$ cat src/rtl/lsu_pkg.sv
// Shared definitions for the load/store unit: funct3 codes, FSM state encoding
// and the default data-memory depth.
package lsu_pkg;

   localparam logic [2:0] F3_LB  = 3'b000;
   localparam logic [2:0] F3_LH  = 3'b001;
   localparam logic [2:0] F3_LW  = 3'b010;
   localparam logic [2:0] F3_LBU = 3'b100;
   localparam logic [2:0] F3_LHU = 3'b101;
   localparam logic [2:0] F3_SB  = 3'b000;
   localparam logic [2:0] F3_SH  = 3'b001;
   localparam logic [2:0] F3_SW  = 3'b010;

   typedef enum logic [1:0] {
      IDLE  = 2'd0,
      READ  = 2'd1,
      WRITE = 2'd2,
      RESP  = 2'd3
   } state_t;

   localparam int DMEM_WORDS_DEF = 256;

endpackage

$ cat src/rtl/lsu_lane.sv
// Byte-lane logic: extracts and extends load data from a memory word, and
// merges sub-word store data into the old word for read-modify-write.
module lsu_lane
   import lsu_pkg::*;
(
   input  logic [31:0] word,
   input  logic [31:0] wdata,
   input  logic [1:0]  byte_off,
   input  logic [2:0]  funct3,
   output logic [31:0] load_data,
   output logic [31:0] merge_data
);

   logic [7:0]  byte_sel;
   logic [15:0] half_sel;
   logic [4:0]  shamt;
   logic [31:0] byte_mask;

   assign shamt     = {byte_off, 3'b000};
   assign byte_sel  = 8'(word >> shamt);
   assign half_sel  = byte_off[1] ? word[31:16] : word[15:0];
   assign byte_mask = 32'h0000_00ff << shamt;

   always_comb begin
      load_data = 32'd0;
      case (funct3)
         F3_LB:   load_data = {{24{byte_sel[7]}}, byte_sel};
         F3_LBU:  load_data = {24'd0, byte_sel};
         F3_LH:   load_data = {{16{half_sel[15]}}, half_sel};
         F3_LHU:  load_data = {16'd0, half_sel};
         F3_LW:   load_data = word;
         default: load_data = 32'd0;
      endcase
   end

   // Only the addressed lane takes new data; the others keep the old word.
   always_comb begin
      merge_data = wdata;
      case (funct3)
         F3_SB:   merge_data = (word & ~byte_mask) | ({24'd0, wdata[7:0]} << shamt);
         F3_SH:   merge_data = byte_off[1] ? {wdata[15:0], word[15:0]}
                                           : {word[31:16], wdata[15:0]};
         default: merge_data = wdata;
      endcase
   end

endmodule

$ cat src/rtl/lsu_dmem_master.sv
// Load/store unit driving a word-only data memory with combinational read;
// sub-word stores are done as read-modify-write.
module lsu_dmem_master
   import lsu_pkg::*;
#(
   parameter int DMEM_WORDS = DMEM_WORDS_DEF
) (
   input  logic        clk,
   input  logic        reset,
   input  logic        req_valid,
   output logic        req_ready,
   input  logic        req_we,
   input  logic [2:0]  req_funct3,
   input  logic [31:0] req_addr,
   input  logic [31:0] req_wdata,
   output logic        resp_valid,
   output logic [31:0] resp_rdata,
   output logic        resp_err,
   output logic [31:0] mem_a,
   output logic [31:0] mem_wd,
   output logic        mem_we,
   input  logic [31:0] mem_rd
);

   localparam logic [31:0] DMEM_LIMIT = 32'(DMEM_WORDS);

   state_t      state;
   logic [31:0] addr_q;
   logic [31:0] wdata_q;
   logic [31:0] rdata_q;
   logic [2:0]  f3_q;
   logic        we_q;
   logic        err_q;
   logic [31:0] load_word;
   logic [31:0] merge_word;

   function automatic logic req_fault(input logic we, input logic [2:0] f3,
                                      input logic [31:0] addr);
      logic bad_f3;
      logic misal;
      logic oor;
      if (we)
         bad_f3 = (f3 > F3_SW);
      else
         bad_f3 = (f3 == 3'b011) || (f3 == 3'b110) || (f3 == 3'b111);
      misal = (((f3 == F3_LH) || (f3 == F3_LHU)) && addr[0]) ||
              ((f3 == F3_LW) && (addr[1:0] != 2'b00));
      oor   = ({2'b00, addr[31:2]} >= DMEM_LIMIT);
      return bad_f3 || misal || oor;
   endfunction

   always_ff @(posedge clk or posedge reset) begin
      if (reset) begin
         state   <= IDLE;
         addr_q  <= 32'd0;
         wdata_q <= 32'd0;
         rdata_q <= 32'd0;
         f3_q    <= 3'd0;
         we_q    <= 1'b0;
         err_q   <= 1'b0;
      end else begin
         case (state)
            IDLE: begin
               if (req_valid) begin
                  addr_q  <= req_addr;
                  wdata_q <= req_wdata;
                  f3_q    <= req_funct3;
                  we_q    <= req_we;
                  err_q   <= req_fault(req_we, req_funct3, req_addr);
                  if (req_fault(req_we, req_funct3, req_addr))
                     state <= RESP;
                  else if (req_we && (req_funct3 == F3_SW))
                     state <= WRITE;
                  else
                     state <= READ;
               end
            end
            // Old word is kept for both the load result and the store merge.
            READ: begin
               rdata_q <= mem_rd;
               state   <= we_q ? WRITE : RESP;
            end
            WRITE:   state <= RESP;
            default: state <= IDLE;
         endcase
      end
   end

   lsu_lane u_lane (
      .word       (rdata_q),
      .wdata      (wdata_q),
      .byte_off   (addr_q[1:0]),
      .funct3     (f3_q),
      .load_data  (load_word),
      .merge_data (merge_word)
   );

   // Outputs decode straight from registered state, so reset clears them at once.
   assign req_ready  = (state == IDLE);
   assign mem_a      = {addr_q[31:2], 2'b00};
   assign mem_we     = (state == WRITE);
   assign mem_wd     = (state == WRITE) ? merge_word : 32'd0;
   assign resp_valid = (state == RESP);
   assign resp_err   = (state == RESP) && err_q;
   assign resp_rdata = ((state == RESP) && !we_q && !err_q) ? load_word : 32'd0;

endmodule

$ cat config.mk
export PLATFORM = sky130hd
export DESIGN_NAME = lsu_dmem_master
export DESIGN_NICKNAME = d
export VERILOG_FILES = /design/src/rtl/lsu_pkg.sv /design/src/rtl/lsu_lane.sv /design/src/rtl/lsu_dmem_master.sv
export SDC_FILE = /design/constraint.sdc
export NUM_CORES = 1
export LEC_CHECK = 0
export CORE_MARGIN = 2
export CORE_UTILIZATION = 25
export CTS_BUF_LIST = sky130_fd_sc_hd__clkbuf_4
export DETAILED_ROUTE_END_ITERATION = 6
export PLACE_DENSITY = 0.55
export SLEW_MARGIN = 0
export SYNTH_ARGS = -nofsm -noshare
export SYNTH_HDL_FRONTEND = slang
export SYNTH_SLANG_ARGS = --single-unit
$ cat constraint.sdc
create_clock -name clk -period 7.6 [get_ports clk]
set_clock_uncertainty 0.2 [all_clocks]
set_input_delay 1.52 -clock clk [delete_from_list [all_inputs] [get_ports clk]]
set_output_delay 1.52 -clock clk [all_outputs]
set_load 0.1 [all_outputs]
* Word-level counts from Yosys, hierarchy flattened
Index checks and enable logic that the tools add are counted.
** Word-level totals
- Bits in registers :: 103
- Input port bits :: 103
- Output and inout bits :: 100
- Word-level logic and storage cells :: 61
** Cells by class
- $lt $le $gt $ge :: 2
- Eq/ne operators :: 14
- Shift operators :: 3
- Muxes and demuxes :: 14
- Bitwise gates (word level) :: 3
- Reductions and logical operators :: 18
** Operator list (number)
- $pmux 32 s5 :: 1
- $mux 32 :: 3
- $pmux 32 s2 :: 1
- $and 32x32->32 :: 1
- $not 32->32 :: 1
- $or 32x32->32 :: 1
- $shl 8x5->32 :: 1
- $shl 8x5->32 const A :: 1
- $shr 32x5->8 :: 1
- $ge 30x9->1 const B :: 1
- $mux 16 :: 1
- $eq 3x3->1 const B :: 5
- $eq 3x2->1 const B :: 3
- $eq 3x1->1 const B :: 2
- $logic_and 1x1->1 :: 6
- $logic_or 1x1->1 :: 6
- $mux 2 :: 3
- $pmux 2 s3 :: 1
- $eq 2x2->1 const B :: 2
- $mux 1 :: 4
- $gt 3x2->1 const B :: 1
- $logic_not 3->1 :: 1
- $eq 2x1->1 const B :: 1
- $logic_not 1->1 :: 2
- 4 further kinds :: 4

* Longest topological paths before layout
Gate-level depths: netlist of the first run.
- Depth after elaboration :: 11
- Depth in mapped cells :: 7
- Depth with buffers taken out :: 6

* Hierarchy
A second synthesis of the first run with hierarchy kept.
** Unflattened totals
- Cells, all modules :: 572
- Area, all modules :: 6249.7 µm²
** By module, submodules not included
- lsu_dmem_master :: instances 1, cells an instance 359, area each 4758.3 µm²
- lsu_lane :: instances 1, cells an instance 213, area each 1491.4 µm²

* Worst setup path after synthesis of the first run
Ideal clock, no wire load.
- Path kind :: register to output
- Start point :: register state[1]
- End point :: output port resp_rdata[6]
- Arrival :: 4038 ps
- Data required time :: 5880 ps
- Slack :: 1842 ps
- Stages on the path, launching flop included :: 5
- Buffers on the path :: 1
- Cells stage by stage :: dfrtp_1 ha_1 nand3_1 clkbuf_1 a211oi_1
** On the way
- Word-level cells in the longest chain between the ends :: 4
** RTL lines
- start: declaration :: line lsu_dmem_master.sv:27 : state_t state;
- start signal: assignment :: line lsu_dmem_master.sv:81 : state <= we_q ? WRITE : RESP;
- $eq 2x2->1
- named net resp_valid :: line lsu_dmem_master.sv:16 : output logic resp_valid,
- $logic_and 1x1->1 (2 in a row) :: line lsu_dmem_master.sv:105 : assign resp_rdata = ((state == RESP) && !we_q && !err_q) ? load_word : 32'd0;
- $mux 32 :: line lsu_dmem_master.sv:105
- end: declaration :: line lsu_dmem_master.sv:17 : output logic [31:0] resp_rdata,
The timed path passes the listed nets, and every way through them passes these cells.

* Final worst setup path of the first run
- Start point :: register addr_q[1]
- End point :: output port resp_rdata[10]
** On the way
- Word-level cells in the longest chain between the ends :: 3
- Elaborated cells between the ends (all ways) :: 4
- Classes of those cells :: shift: 1; mux: 3
** RTL lines
- start: declaration :: line lsu_dmem_master.sv:28 : logic [31:0] addr_q;
- start signal: assignment :: line lsu_dmem_master.sv:65 : addr_q <= req_addr;
- $shr 32x5->8 or $mux 16 (tied branches) :: line lsu_lane.sv:20, lsu_lane.sv:21
- $pmux 32 s5 * :: line lsu_lane.sv:26 : case (funct3)
- $mux 32 * :: line lsu_dmem_master.sv:105
Every way passes the cells marked *; elsewhere a longest branch is shown, timed or not.

==> metrics.cfg, run 1 <==
[status]
outcome = finished, final reports clean

[synthesis]
ys_seq_area_share_pct = 43.51
synthSimpleGateAreaFrac_pct = 8.175
async_reset_ff_share_pct = 100.0
netlist_area_sq_um = 5923
synth_area_per_cell_sq_um = 10.54
synth_top_family_by_area = multiplexers
synth_seq_cells = 103
synth.distinct_cells = 55
synth_compound_area_share_pct = 16.48
synthAdderAreaFrac_pct = 0.8450
muxShareOfSynthArea_pct = 22.67
syn-instance-count = 562
synth_edf_count = 0
synth_top_flop_cell = dfrtp_1
yosysWarnings = 0
synthXorXnorAreaFrac_pct = 0

[placed_design]
hpwl_mm = 15.45
dp.cells = 1020
io_buffers = 200
gp_congestion = 0.8147

[layout]
fin_util_pct = 34.66
fillers = 2371
layout-drive-gt1-share_pct = 18.41
instances_no_fill = 1037
area_delta_synth_final_pct = 36.54
nets = 819
final_common_cell = clkdlybuf4s50_1
final_cell_mix = clkdlybuf4s50_1 (200), dfrtp_1 (103), mux2_2 (97)

[clock_network]
clkLatencyLatePin_ns = 0.50
cts_num_sinks = 103
cts.clk_slew.worst_paths_ns = 0.18
htree_levels = 3
ctsHoldBuffers = 0
cts_tree = built
cts_resized = 0
postCtsSetupBuffers = 0
cts_root_buf = clkbuf_4
cts_buffers = 9
cts_buffer_depth = 2

[timing]
hold_ws_ns = 0.3234
final-setup-viol-count = 0
worstMarginPinSlew_ns = 1.210
period_needed_ns = 6.056
finalHoldViolCount = 0
timing.setup.tns_ns = 0
rsz0062_at_grt = false
report.final.slew_viol_count = 0
max_freq_mhz = 165.1
finalCritPeriodShare_pct = 79.68
slew_headroom_pct = 18.98

[grt]
grt_pass1_vias = 4988
grt_overflow = 0
grt_max_degree = 74
grt_pass1_wl_mm = 30.71
grtUsageTotal_pct = 16.59
antenna_found_initial = 2

[worst_setup_path]
cp-start-kind = flop
max_stage_delay_ns = 1.17
worst-setup-path-type = reg2out
critPathRequiredTime_ns = 5.88
crit_buf_inv = 2
crit_path_top_delay_cell = clkdlybuf4s50_1
cp-end-kind = primary output
cp.arrival_ns = 4.34
path_cells = inv_2, nor3_1, a22oi_1, a21oi_1, clkdlybuf4s50_1
cp_top_family = buffers and inverters
cp_max_fo = 21

[detailed_routing]
first_pass_iters = 5
drc = 0
vias = 4979
wl_per_cell_um = 20.17
vias_per_cell = 4.801
postRouteAntennaNets = 0
routed_wl_mm = 20.91
drtIter0Drc = 469

[floorplanning]
die_x_um = 157.9
dieArea_sq_um = 24940
initial_core_util_pct = 25.39
pin_count = 203
core-area_sq_um = 23330
std_cell_rows = 56
fp.dieH_um = 157.9

[worst_hold_path]
hold_class = reg2reg

[run]
drv_cap = 0

metal layers:
metal / routed length, um / up-vias / global-route usage, %
met5: 0 / - / 0
met3: 1578 / 11 / 4.270
met4: 196 / 0 / 3.420
li1: - / 2317 / -
met1: 9460 / 2458 / 22.63
met2: 9678 / 193 / 26.52
flip-flops by register name (all words and copies together), names as in the netlist:
name,flops
wdata_q,32
rdata_q,32
err_q,1
f3_q,3
addr_q,32
state,2
we_q,1
stage by stage:
step | setup WS [ns] | cell area (sq um)
2_1_floorplan | 1.842 | 5927
3_3_place_gp | 2.391 | 7949
3_5_place_dp | 2.201 | 7949
4_1_cts | 1.596 | 8085
5_1_grt | 1.278 | 8088
6_report | 1.544 | 8088
layout make-up:
| cell class | count | area [sq um] | area share [%] |
|---|---|---|---|
| repair buffers | 205 | 2039 | 25.22 |
| clock inverters | 7 | 68.82 | 0.8509 |
| inverters | 17 | 66.31 | 0.8199 |
| diodes | 1 | 2.502 | 0.03094 |
| well taps | 319 | 399.1 | 4.935 |
| multi-input cells | 376 | 2867 | 35.44 |
| flip-flops and latches | 103 | 2577 | 31.87 |
| clock buffers | 9 | 67.56 | 0.8354 |
cell families after synthesis:
family / after synthesis
compound gates: 150
mux: 122
flops: 103
simple gates: 98
buf+inv: 84
fa+ha+maj: 4
other cells: 1
synth_stat cells, types with 2 or more instances:
cell type / instances / area [sq um]
a21oi_1: 51 / 255.2
a222oi_1: 8 / 80.08
a22o_1: 12 / 105.1
a22oi_1: 9 / 67.56
a31oi_1: 2 / 12.51
and2_1: 2 / 12.51
buf_2: 13 / 65.06
buf_4: 34 / 255.2
buf_6: 4 / 45.04
clkbuf_1: 15 / 56.30
dfrtp_1: 103 / 2577
ha_1: 4 / 50.05
inv_1: 16 / 60.06
mux2_2: 97 / 1092
mux2i_1: 25 / 250.2
nand2_1: 44 / 165.2
nand2b_1: 2 / 12.51
nand3_1: 14 / 70.07
nand4_1: 2 / 12.51
nor2_1: 14 / 52.55
nor2b_1: 2 / 12.51
nor3b_1: 2 / 15.01
nor4_1: 5 / 31.28
o21a_1: 6 / 45.04
o21ai_0: 38 / 190.2
o22a_1: 8 / 70.07
or2_1: 2 / 12.51
worst paths after layout:
path / from / cells after the start / slack, ns / end
worst max-delay path: addr_q[1] / 5 / 1.54 / resp_rdata[10]
worst min-delay path: wdata_q[30] / 1 / 0.32 / wdata_q[30]
worst max register to register: state[1] / 5 / 5.06 / wdata_q[23]
worst min register to register: wdata_q[30] / 1 / 0.32 / wdata_q[30]
max in group asynchronous: reset / 3 / 4.72 / wdata_q[28]
min in group asynchronous: reset / 2 / 1.12 / addr_q[7]
Power of run 1 is not shown: default switching activity piles up to over one toggle a cycle in this logic, so the estimate is an artifact.
==> inputs of run 2 (changes only) <==
--- a/config.mk
+++ b/config.mk
@@ -9,7 +9,7 @@
 export CORE_UTILIZATION = 25
 export CTS_BUF_LIST = sky130_fd_sc_hd__clkbuf_4
 export DETAILED_ROUTE_END_ITERATION = 6
-export PLACE_DENSITY = 0.55
+export PLACE_DENSITY = 0.57
 export SLEW_MARGIN = 0
 export SYNTH_ARGS = -nofsm -noshare
 export SYNTH_HDL_FRONTEND = slang
==> constraint.sdc (replaced) <==
create_clock -name clk -period 5.45 [get_ports clk]
set_clock_uncertainty 0.2 [all_clocks]
set_input_delay 1.09 -clock clk [delete_from_list [all_inputs] [get_ports clk]]
set_output_delay 1.09 -clock clk [all_outputs]
set_load 0.1 [all_outputs]
==> run 2 against run 1 <==
  * Count of clock-buffer cells in the layout grew 1
  * Critical path depth is the same
  * Via count grew 0.34%
  * Final cell count grew 0.39%
  * Global-route usage shrank 0.24 points
  * Worst setup slack lost 0.63 ns
  * Critical endpoint is now mem_wd[1]
==> metrics.cfg, run 2 (synthesized netlist as in run 1, its figures left out) <==
[clock_network]
cts.clk_slew.worst_paths_ns = 0.17
postCtsSetupBuffers = 0
cts_buffers = 9
clkLatencyLatePin_ns = 0.50
cts_resized = 0
htree_levels = 3
cts_num_sinks = 103
ctsHoldBuffers = 0
cts_tree = built
cts_root_buf = clkbuf_4
cts_buffer_depth = 2

[detailed_routing]
routed_wl_mm = 20.32
postRouteAntennaNets = 0
vias = 4996
wl_per_cell_um = 19.52
first_pass_iters = 7
drtIter0Drc = 286
drc = 0
vias_per_cell = 4.799

[worst_hold_path]
min_to = wdata_q[18]
hold_class = reg2reg
hold_depth = 1
min_from = wdata_q[18]

[timing]
slew_headroom_pct = 33.04
finalCritPeriodShare_pct = 83.29
timing.setup.tns_ns = 0
worstMarginPinSlew_ns = 1.001
max_freq_mhz = 220.3
finalHoldViolCount = 0
period_needed_ns = 4.540
report.final.slew_viol_count = 0
final-setup-viol-count = 0
rsz0062_at_grt = false

[floorplanning]
std_cell_rows = 56
dieArea_sq_um = 24940
pin_count = 203
fp.dieH_um = 157.9
die_x_um = 157.9
initial_core_util_pct = 25.39
core-area_sq_um = 23330

[layout]
final_cell_mix = clkdlybuf4s50_1 (142), dfrtp_1 (103), mux2_2 (97)
multiInputGateArea_sq_um = 2867
instances_no_fill = 1041
layout-drive-gt1-share_pct = 26.81
nets = 822
final_common_cell = clkdlybuf4s50_1
fillers = 2386
register_area_sq_um = 2577
area_delta_synth_final_pct = 34.64
top_regs = addr_q x32, rdata_q x32, wdata_q x32

[worst_setup_path]
ff2ff_setup_slack_ns = 2.88
rr_worst_depth = 5
critPathRequiredTime_ns = 4.16
worst-setup-path-type = reg2out
cp-start-kind = flop
timing.rr.start = state[1]
cp_max_fo = 12
r2r-end = wdata_q[5]
cp-end-kind = primary output
cp.arrival_ns = 3.25

[grt]
grt_max_degree = 47
grtUsageTotal_pct = 16.35
grt_overflow = 0
grt_pass1_wl_mm = 30.01
grt_pass1_vias = 4933
antenna_found_initial = 2

[placed_design]
dp.cells = 1023
io_buffers = 200
hpwl_mm = 15.43
gp_congestion = 0.8402

[status]
outcome = finished, final reports clean

[run]
drv_cap = 0

[run 2: cell count changes in the layout (fill, tap and decap cells not counted), sizes merged]
| cell | previous run | this run |
|---|---|---|
| clkinv | 3 | 2 |
| clkbuf | 9 | 10 |
| clkdlybuf4s50 | 200 | 142 |
| buf | 5 | 66 |
| diode | 1 | 2 |
[run 2: stage by stage]
stage	hold slack [ns]	worst slack [ns]	instance area [sq um]	util, %
4_1_cts	0.3335	0.8816	7970	34.16
2_1_floorplan	0.2753	0.1215	5927	-
3_3_place_gp	0.2865	1.488	7826	33.54
3_5_place_dp	0.2958	1.471	7826	33.54
6_report	0.3258	0.9105	7975	34.18
5_1_grt	0.3452	0.7244	7975	34.18
[run 2: layout make-up]
type / count / area share (%)
clock inverter: 6 / 0.8629
antenna: 2 / 0.06275
sequential: 103 / 32.32
timing repair buffer: 208 / 24.04
inverter: 17 / 0.8315
multi-input combinational: 376 / 35.94
clock buffer: 10 / 0.9413
tap: 319 / 5.005
[run 2: per-layer routing]
metal	vias up	track usage [%]	wire length, um	share of wire (%)
met5	-	0	0	0
met3	32	4.626	1489	7.3
met1	2436	22.01	9163	45
li1	2324	-	-	-
met2	204	25.38	9224	45
met4	0	5.022	445	2.2
[run 2: how the worst max path moves through the flow]
stage                   from            end  slack (ns)
floorplan           state[1]  resp_rdata[6]        0.12
CTS                  f3_q[0]      mem_wd[1]        0.88
global route         f3_q[0]      mem_wd[1]        0.72
global placement     f3_q[0]      mem_wd[5]        1.49
detailed placement   f3_q[0]      mem_wd[5]        1.47
finish               f3_q[0]      mem_wd[1]        0.91
[run 2: worst max-delay path, stage by stage, from the launching register on]
cell,delay [ns]
dfrtp_1,0.59
inv_1,0.33
nor3_4,0.40
a22o_1,0.18
o21a_1,0.12
clkdlybuf4s50_1,1.13
Power of run 2 is left out for the same reason.
